==> config.mk <==
export PLATFORM = sky130hd
export DESIGN_NAME = tank_render_ctrl
export DESIGN_NICKNAME = d
export VERILOG_FILES = /design/src/rtl/tank_render_ctrl_pkg.sv /design/src/rtl/tank_render_ctrl_rr_arb2.sv /design/src/rtl/tank_render_ctrl.sv
export SDC_FILE = /design/constraint.sdc
export NUM_CORES = 1
export LEC_CHECK = 0
export ABC_CLOCK_PERIOD_IN_PS = 1600
export CAP_MARGIN = 20
export CORE_ASPECT_RATIO = 0.7
export CORE_UTILIZATION = 41
export DETAILED_ROUTE_END_ITERATION = 8
export PLACE_DENSITY = 0.91
export SLEW_MARGIN = 0
export SYNTH_ARGS = -nofsm -noshare
export SYNTH_HDL_FRONTEND = slang
export SYNTH_SLANG_ARGS = --single-unit
==> constraint.sdc <==
create_clock -name clk -period 1.6 [get_ports clk]
set_input_delay 0.4 -clock clk [delete_from_list [all_inputs] [get_ports clk]]
set_output_delay 0.4 -clock clk [all_outputs]
set_load 0.01 [all_outputs]
==> src/rtl/tank_render_ctrl_pkg.sv <==
// Shared definitions for the tank redraw controller: FSM encodings, sprite geometry and direction codes.
// Latency: none (definitions only).
// Backpressure: none (definitions only).
package tank_render_ctrl_pkg;

   // Controller FSM, binary encoded
   localparam logic [1:0] ST_IDLE  = 2'd0;
   localparam logic [1:0] ST_ERASE = 2'd1;
   localparam logic [1:0] ST_DRAW  = 2'd2;
   localparam logic [1:0] ST_DONE  = 2'd3;

   // Background colour used to erase the old sprite
   localparam logic [2:0] BG_COLOUR = 3'b000;

   // Pixels per sprite pass; the external engine raises eng_finish on the last one
   localparam int SPRITE_PIXELS = 60;

   // Direction codes
   localparam logic [1:0] DIR_UP    = 2'd0;
   localparam logic [1:0] DIR_DOWN  = 2'd1;
   localparam logic [1:0] DIR_LEFT  = 2'd2;
   localparam logic [1:0] DIR_RIGHT = 2'd3;

   // Sprite origin plus orientation, as handed to the engine
   typedef struct packed {
      logic [7:0] x;
      logic [6:0] y;
      logic [1:0] dir;
   } pos_t;

endpackage

==> src/rtl/tank_render_ctrl_rr_arb2.sv <==
// Two-way round-robin arbiter: a lone requester wins, a tie goes to the index not granted last.
// Latency: purely combinational, zero cycles.
// Backpressure: none; the caller decides when the grant is consumed.
//
// Ports:
//   req         - request vector, bit i from requester i
//   last_grant  - index granted most recently
//   grant_idx   - winning index (meaningful only when grant_vld)
//   grant_vld   - at least one requester is active
module rr_arb2 (
   input  logic [1:0] req,
   input  logic       last_grant,
   output logic       grant_idx,
   output logic       grant_vld
);

   always_comb begin
      grant_vld = |req;
      grant_idx = 1'b0;
      case (req)
         2'b01:   grant_idx = 1'b0;
         2'b10:   grant_idx = 1'b1;
         2'b11:   grant_idx = ~last_grant;
         default: grant_idx = 1'b0;
      endcase
   end

endmodule

==> src/rtl/tank_render_ctrl.sv <==
// Tank redraw controller: grants one of two tanks, erases its old sprite then draws it at the new position.
// Latency: request seen in IDLE cycle t -> ack t+1, erase t+1..t+60, draw t+61..t+120, done t+121.
// Backpressure: level requests are held by the requester until ack; requests seen while busy wait for IDLE.
//
// Ports:
//   clk, resetn           - clock, synchronous active-low reset
//   req[1:0]              - per-tank redraw request
//   pN_old_* / pN_new_*   - previous and target sprite origin/direction of tank N
//   pN_colour             - tank N colour
//   eng_finish            - engine is on its last pixel this cycle
//   eng_xpos/ypos/dir     - sprite origin and direction given to the engine
//   eng_enable            - engine pixel counter advance
//   plot, colour          - VGA write enable and pixel colour
//   ack[1:0]              - one-cycle pulse on the accepted request index
//   done                  - one-cycle pulse when erase+draw completes
//   busy                  - high whenever the FSM is not in IDLE
module tank_render_ctrl
   import tank_render_ctrl_pkg::*;
(
   input  logic       clk,
   input  logic       resetn,
   input  logic [1:0] req,
   input  logic [7:0] p0_old_x,
   input  logic [6:0] p0_old_y,
   input  logic [1:0] p0_old_dir,
   input  logic [7:0] p1_old_x,
   input  logic [6:0] p1_old_y,
   input  logic [1:0] p1_old_dir,
   input  logic [7:0] p0_new_x,
   input  logic [6:0] p0_new_y,
   input  logic [1:0] p0_new_dir,
   input  logic [7:0] p1_new_x,
   input  logic [6:0] p1_new_y,
   input  logic [1:0] p1_new_dir,
   input  logic [2:0] p0_colour,
   input  logic [2:0] p1_colour,
   input  logic       eng_finish,
   output logic [7:0] eng_xpos,
   output logic [6:0] eng_ypos,
   output logic [1:0] eng_dir,
   output logic       eng_enable,
   output logic       plot,
   output logic [2:0] colour,
   output logic [1:0] ack,
   output logic       done,
   output logic       busy
);

   logic [1:0] state;
   logic       last_grant;   // index served most recently; 1 after reset so tank 0 wins the first tie
   logic       gnt_q;        // index currently being serviced
   logic [1:0] ack_q;
   pos_t       old_q;
   pos_t       new_q;
   logic [2:0] colour_q;

   logic       arb_idx;
   logic       arb_vld;
   pos_t       sel_old;
   pos_t       sel_new;
   logic [2:0] sel_colour;

   rr_arb2 u_arb (
      .req        (req),
      .last_grant (last_grant),
      .grant_idx  (arb_idx),
      .grant_vld  (arb_vld)
   );

   // Tank inputs only need to be valid in the grant cycle, so select by the arbiter result
   always_comb begin
      if (arb_idx) begin
         sel_old    = '{x: p1_old_x, y: p1_old_y, dir: p1_old_dir};
         sel_new    = '{x: p1_new_x, y: p1_new_y, dir: p1_new_dir};
         sel_colour = p1_colour;
      end else begin
         sel_old    = '{x: p0_old_x, y: p0_old_y, dir: p0_old_dir};
         sel_new    = '{x: p0_new_x, y: p0_new_y, dir: p0_new_dir};
         sel_colour = p0_colour;
      end
   end

   always_ff @(posedge clk) begin
      if (!resetn) begin
         state      <= ST_IDLE;
         last_grant <= 1'b1;
         gnt_q      <= 1'b0;
         ack_q      <= 2'b00;
         old_q      <= '0;
         new_q      <= '0;
         colour_q   <= 3'b000;
      end else begin
         // ack is registered so it lands in the first ERASE cycle and lasts one cycle
         ack_q <= 2'b00;
         case (state)
            ST_IDLE: begin
               if (arb_vld) begin
                  gnt_q    <= arb_idx;
                  ack_q    <= arb_idx ? 2'b10 : 2'b01;
                  old_q    <= sel_old;
                  new_q    <= sel_new;
                  colour_q <= sel_colour;
                  state    <= ST_ERASE;
               end
            end
            ST_ERASE: begin
               if (eng_finish) state <= ST_DRAW;
            end
            ST_DRAW: begin
               if (eng_finish) state <= ST_DONE;
            end
            ST_DONE: begin
               last_grant <= gnt_q;
               state      <= ST_IDLE;
            end
            default: state <= ST_IDLE;
         endcase
      end
   end

   always_comb begin
      eng_enable = 1'b0;
      plot       = 1'b0;
      colour     = 3'b000;
      eng_xpos   = 8'd0;
      eng_ypos   = 7'd0;
      eng_dir    = 2'd0;
      case (state)
         ST_ERASE: begin
            eng_enable = 1'b1;
            plot       = 1'b1;
            colour     = BG_COLOUR;
            eng_xpos   = old_q.x;
            eng_ypos   = old_q.y;
            eng_dir    = old_q.dir;
         end
         ST_DRAW: begin
            eng_enable = 1'b1;
            plot       = 1'b1;
            colour     = colour_q;
            eng_xpos   = new_q.x;
            eng_ypos   = new_q.y;
            eng_dir    = new_q.dir;
         end
         default: ;
      endcase
   end

   assign ack  = ack_q;
   assign done = (state == ST_DONE);
   assign busy = (state != ST_IDLE);

endmodule

* Word level (Yosys, flattened, before mapping) *
Index checks and enable logic that the tools add are counted.

cells by class
  mux-type cells = 14
  reduce and logical (&&, ||, !) cells = 7
  bitwise gates (word level) = 1
  equality and inequality tests = 8

operators with widths
  cell                  number
  $mux W17              2
  $pmux W8 S2           1
  $pmux W7 S2           1
  $eq A2 B2 Y1 const B  4
  $mux W2               4
  $pmux W2 S4           1
  $mux W3               2
  $ne A2 B2 Y1 const B  3
  $reduce_and A3 Y1     2
  $pmux W2 S2           1
  $reduce_or A2 Y1      2
  $eq A2 B1 Y1 const B  1
  $logic_not A2 Y1      1
  $pmux W1 S2           1
  $reduce_and A2 Y1     1
  $reduce_bool A2 Y1    1
  $mux W1               1
  $not A1 Y1            1

storage, ports and cells
  register bits = 43
  input port bits = 79
  output and inout port bits = 26

* Logic depth before layout (Yosys ltp) *
  depth after elaboration = 3
  depth in mapped cells = 7
  mapped depth without buffers = 5

* Cells and area by module *
Synthesis repeated with hierarchy kept, for this count alone.

unflattened totals
  cells, all modules = 197
  area, all modules = 1,954.4 um^2

by module, submodules not included
  module            cells an instance  times used  area an instance (um^2)
  tank_render_ctrl  195                1           1,940.6
  rr_arb2           2                  1           13.8

* Least setup slack after synthesis *
OpenSTA, ideal clock, no wires.

  path type = reg-to-output
  from = register state[0]
  to = output port eng_dir[0]
  setup slack = -98 ps
  arrival = 1,298 ps
  path buffers = 1
  stages on the path, launching flop included = 5
  data required time = 1,200 ps
  cell sequence = dfxtp_1 -> inv_1 -> ha_1 -> clkbuf_1 -> nor2b_1

on the way
  word-level cells in the longest chain between the ends = 2

ends and longest elaborated chain
  element                                       line                     source
  from (decl)                                   tank_render_ctrl.sv:49   logic [1:0] state;
  from (signal assigned)                        tank_render_ctrl.sv:85   state <= ST_IDLE;
  from (signal assigned)                        tank_render_ctrl.sv:103  state <= ST_ERASE;
  from (signal assigned)                        tank_render_ctrl.sv:107  if (eng_finish) state <= ST_DRAW;
  $eq A2 B2 Y1 or $eq A2 B1 Y1 (tied branches)  tank_render_ctrl.sv:128  case (state)
  $pmux W2 S2 (*)                               tank_render_ctrl.sv:128
  to (decl)                                     tank_render_ctrl.sv:40   output logic [1:0] eng_dir,

Mark *: on every way between the ends. The rest lies on a longest branch, timed or not.

* Worst setup path after layout *
  from = register state[1]
  to = output port eng_dir[1]

Same word-level chain as after synthesis.

==> summary.md <==
| Metric | Value |
|---|---|
| Share of the core filled with cells in the final layout | 77.7% |
| Die area | around 5700 um2 |
| Post-detailed-route count of antenna-violating nets | 0 |
| GRT Util Overall | 28.3% |
| DR DRC count | 0 |
| Worst hold stages | 2 |
| Critical path arrival | 1.48 ns |
| Clock Tree Buf Depth | 2 |
| Part of the total power dissipated in the clock network | between 10% and 20% |
| Commonest cells in the netlist | sky130_fd_sc_hd__a21oi_1 (56), sky130_fd_sc_hd__dfxtp_1 (43), sky130_fd_sc_hd__nand2_1 (40), sky130_fd_sc_hd__o21ai_0 (30) |
| Seq/Total Area, Yosys | 39.1% |
| Post-layout min period | 1.88 ns |
| Cell-by-cell listing of the critical path | buf_4 -> ha_4 -> buf_8 -> a22oi_2 -> nor2b_4 -> buf_6 |
| Cell internal power dissipation | 3.86 mW |
| Routed wire length on met2 | 3790 um |
| Library cell used as clock root buffer | sky130_fd_sc_hd__clkbuf_8 |
| Fraction of power spent switching nets | around two fifths |
| Outcome | complete, but fails checks |
| Number of enable flip-flop cells after synthesis | 0 |
| Core region area | 4970 um2 |
| Launching point of the worst reg2reg path | state[0] |
| Worst-case vdd ir drop | 0.000741 V |
| Endpoint class of the critical path | primary output |
| Vias per Instance | 5.45 |
| Most used flip-flop cell after synthesis | sky130_fd_sc_hd__dfxtp_1 |
| FFs w/ async S/R, synth | 0% |
| Quantity of hold-fixing buffers added after cts | 0 |
| Endpoint of the worst-slack reg-to-reg timing path | new_q[7] |
| RSZ-0062 raised after global routing | yes |
| Slowest library cell on the worst path | sky130_fd_sc_hd__dfxtp_2 |
| Filler cell count | 343 |
| Setup-violating endpoint count in the final report | 22 |
| Worst Setup Start Kind | register |
| Worst Hold Margin | a little under 0.5 ns |
| Cell area reported after detailed placement | 3490 um2 |
| Start-to-end type of the worst setup path | reg -> out |
| Detailed placement HPWL | between 5000 and 6000 um |
| Maximum cell stage delay along the critical path | 0.34 ns |
| Count of boundary I/O pins | 105 |
| Post-Place Worst Slack | -0.441 ns |
| Fin crit share | 118% |
| TritonCTS clock tree | built |
| Sequential group share of total power | 27.1% |
| Yosys top cell area share | between 30% and 40% |
| Clock transition at the registers of the reported paths | roughly 0.080 ns |
| Clock Skews | roughly 0.0064 ns |
| Wire per inst | about 17 um |
| Worst Setup Slack, final | -0.285 ns |
| Kind of cell with the highest combined delay on the critical path | buffers and inverters |
| Y dimension of the die | 63.3 um |
| Top cell type by total area after synthesis | sky130_fd_sc_hd__dfxtp_1 |
| Uppermost layer routed | met4 |
| Clk_lat worst skew | 0.30 ns |
| Lkg Pwr | 1.55 nW |
| Post-route cell area | 3860 um2 |
| Max Transition Viols Final | 0 |
| Number of H-tree branching levels | 2 |
| Number of antenna violations at the first check in global routing | 0 |
| Area of the mapped netlist | 2200 um2 |
| Worst min-delay path endpoint | last_grant |
| Number of global-route vias before repair | around 2,500 |
| Starting utilization of the core area | 44.3% |
| Relative slew slack | 75.2% |
| Number of nets produced by synthesis | 362 |
| Aggregate global routing overflow | 0 |
| WL met3 | 736 um |
| Diode insertion count for antenna repair | 0 |
| Class of the tightest hold or removal check | reg -> reg |
| Global-route wire length before repair | approximately 12,000 um |
| Highest attainable clock frequency | ~0.53 GHz |
| Startpoint of the tightest hold check path | gnt_q |
| Final count of hold timing violations | 0 |
| Maximum number of pins on one net before global-route repair | 45 |
| Cells after Synth | about 280 |
| Multi-input combinational cell area | 1420 um2 |
| Storage element area | 866 um2 |
| Flip-flop and latch count after synthesis | 43 |
| Required @ worst endpoint | 1.20 ns |
| Fraction of final layout cells sized beyond drive strength 1 | 31.8% |
| Slew @ Worst Pin | 0.372 ns |
| PD cells | around 1700 nW/um2 |
| Max-capacitance violation count | 0 |
| Total CTS buffers | 5 |
| Final WL | 8080 um |
| Max Fanout on Critical Path | 7 |
| Comb power frac | 59.0% |
| Detailed-routing iteration count for the pre-antenna-repair pass | 4 |
| Routability congestion estimate from global placement | 0.799 |
| Number of DRC violations after detailed-routing iteration 0 | between 100 and 150 |
| Horiz. Die Dim | 89.6 um |
| Launching instance or port of the critical path | state[1] |
| Layout overhead on the synthesized area | 75.4% |
| Count leader, synth | sky130_fd_sc_hd__a21oi_1 |
| Total power after layout | 6.37 mW |
| Failing checks | setup timing |
| Mean post-synth cell area | roughly 7.9 um2 |
| Net switching power of the design | 2.51 mW |
| Via count | 2,534 |
| TritonCTS Sinks | 43 |
| Area contributors post-synth | sky130_fd_sc_hd__dfxtp_1 (39%), sky130_fd_sc_hd__a21oi_1 (13%), sky130_fd_sc_hd__a21oi_2 (7.2%) |
| Reg2reg path depth | 7 |
| Wire length on met1 | 3500 um |
| Total number of nets in the final design | approximately 480 |
| IO Port Bufs | roughly 100 |
| Number of warnings printed during yosys synthesis | 0 |
| Number of core rows | 21 |
| Number of distinct library cells after synthesis | 23 |
| R2R Setup Slk | 0.13 ns |
| Worst Path Buf+Inv | 3 |
routing by layer:
layer	vias to the layer above	track usage (%)
li1	1209	-
met1	1197	34.8
met2	122	47.9
met3	6	6.95
met4	0	9.33
met5	-	0
registers in the layout (all words and copies together), names as in the netlist:
| name | flops |
|---|---|
| old_q | 17 |
| last_grant | 1 |
| state | 2 |
| new_q | 17 |
| gnt_q | 1 |
| colour_q | 3 |
| ack | 2 |
area by class of cell:
class | instances | share of cell area, %
tap | 69 | 2.24
multi-input combinational | 207 | 36.7
clock inverter | 2 | 0.908
timing repair buffer | 135 | 35.3
inverter | 3 | 0.357
clock buffer | 6 | 2.14
sequential | 43 | 22.4
power by group through the flow:
stage               clock network [mW]  logic [mW]  registers [mW]
floorplan                            0        1.74            1.59
global placement                     0        2.87            1.63
detailed placement                   0        2.94            1.65
CTS                              0.891        3.60            1.70
global route                     0.950        4.01            1.76
finish                           0.884        3.76            1.73
worst min-delay path: cells and delay by family, from the launching register on:
kind	cells	cell delay, ns
flip-flops	1	0.33
multiplexers	1	0.07
AND/OR/NAND/NOR	1	0.06
worst max-delay path by stage:
stage,end,depth (start not counted)
floorplan,eng_dir[0],4
global placement,eng_xpos[1],6
detailed placement,eng_xpos[6],5
CTS,eng_xpos[1],5
global route,eng_dir[1],6
finish,eng_dir[1],6
kinds of logic after synthesis:
kind of cell	count (synthesis)	share of synthesized area, %
adders and majority gates	4	2.27
DFF	43	39.1
buffers and inverters	29	6.88
muxes	2	0.910
AOI/OAI and AO/OA	136	37.1
and+or+nand+nor	65	13.7
cells in the final DEF, fill, tap and decap left out, drive strengths merged:
cell type,count
o32a,1
a21bo,1
clkbuf,6
bufinv,1
a21oi,74
ha,4
dfxtp,43
and2,3
o211a,1
a22oi,18
and3,2
buf,55
dlymetal6s2s,2
a21boi,1
mux2i,2
nor2,2
clkdlybuf4s50,78
nand2,40
inv,3
clkinv,1
o21ai,39
o21a,1
nor2b,18
through the flow:
stage,cells,setup TNS [ns]
5_1_grt,465,-5.97
4_1_cts,465,-4.77
6_report,465,-5.01
3_3_place_gp,450,-12.72
2_1_floorplan,279,0
3_5_place_dp,450,-14.91
timing repair:
action,in CTS,in global routing
gates resized for setup,156,12
pin swaps,13,4
gates cloned,3,0
setup buffers,4,0
endpoints found under the setup margin,24,35
Power figures use the tool's default switching activity.
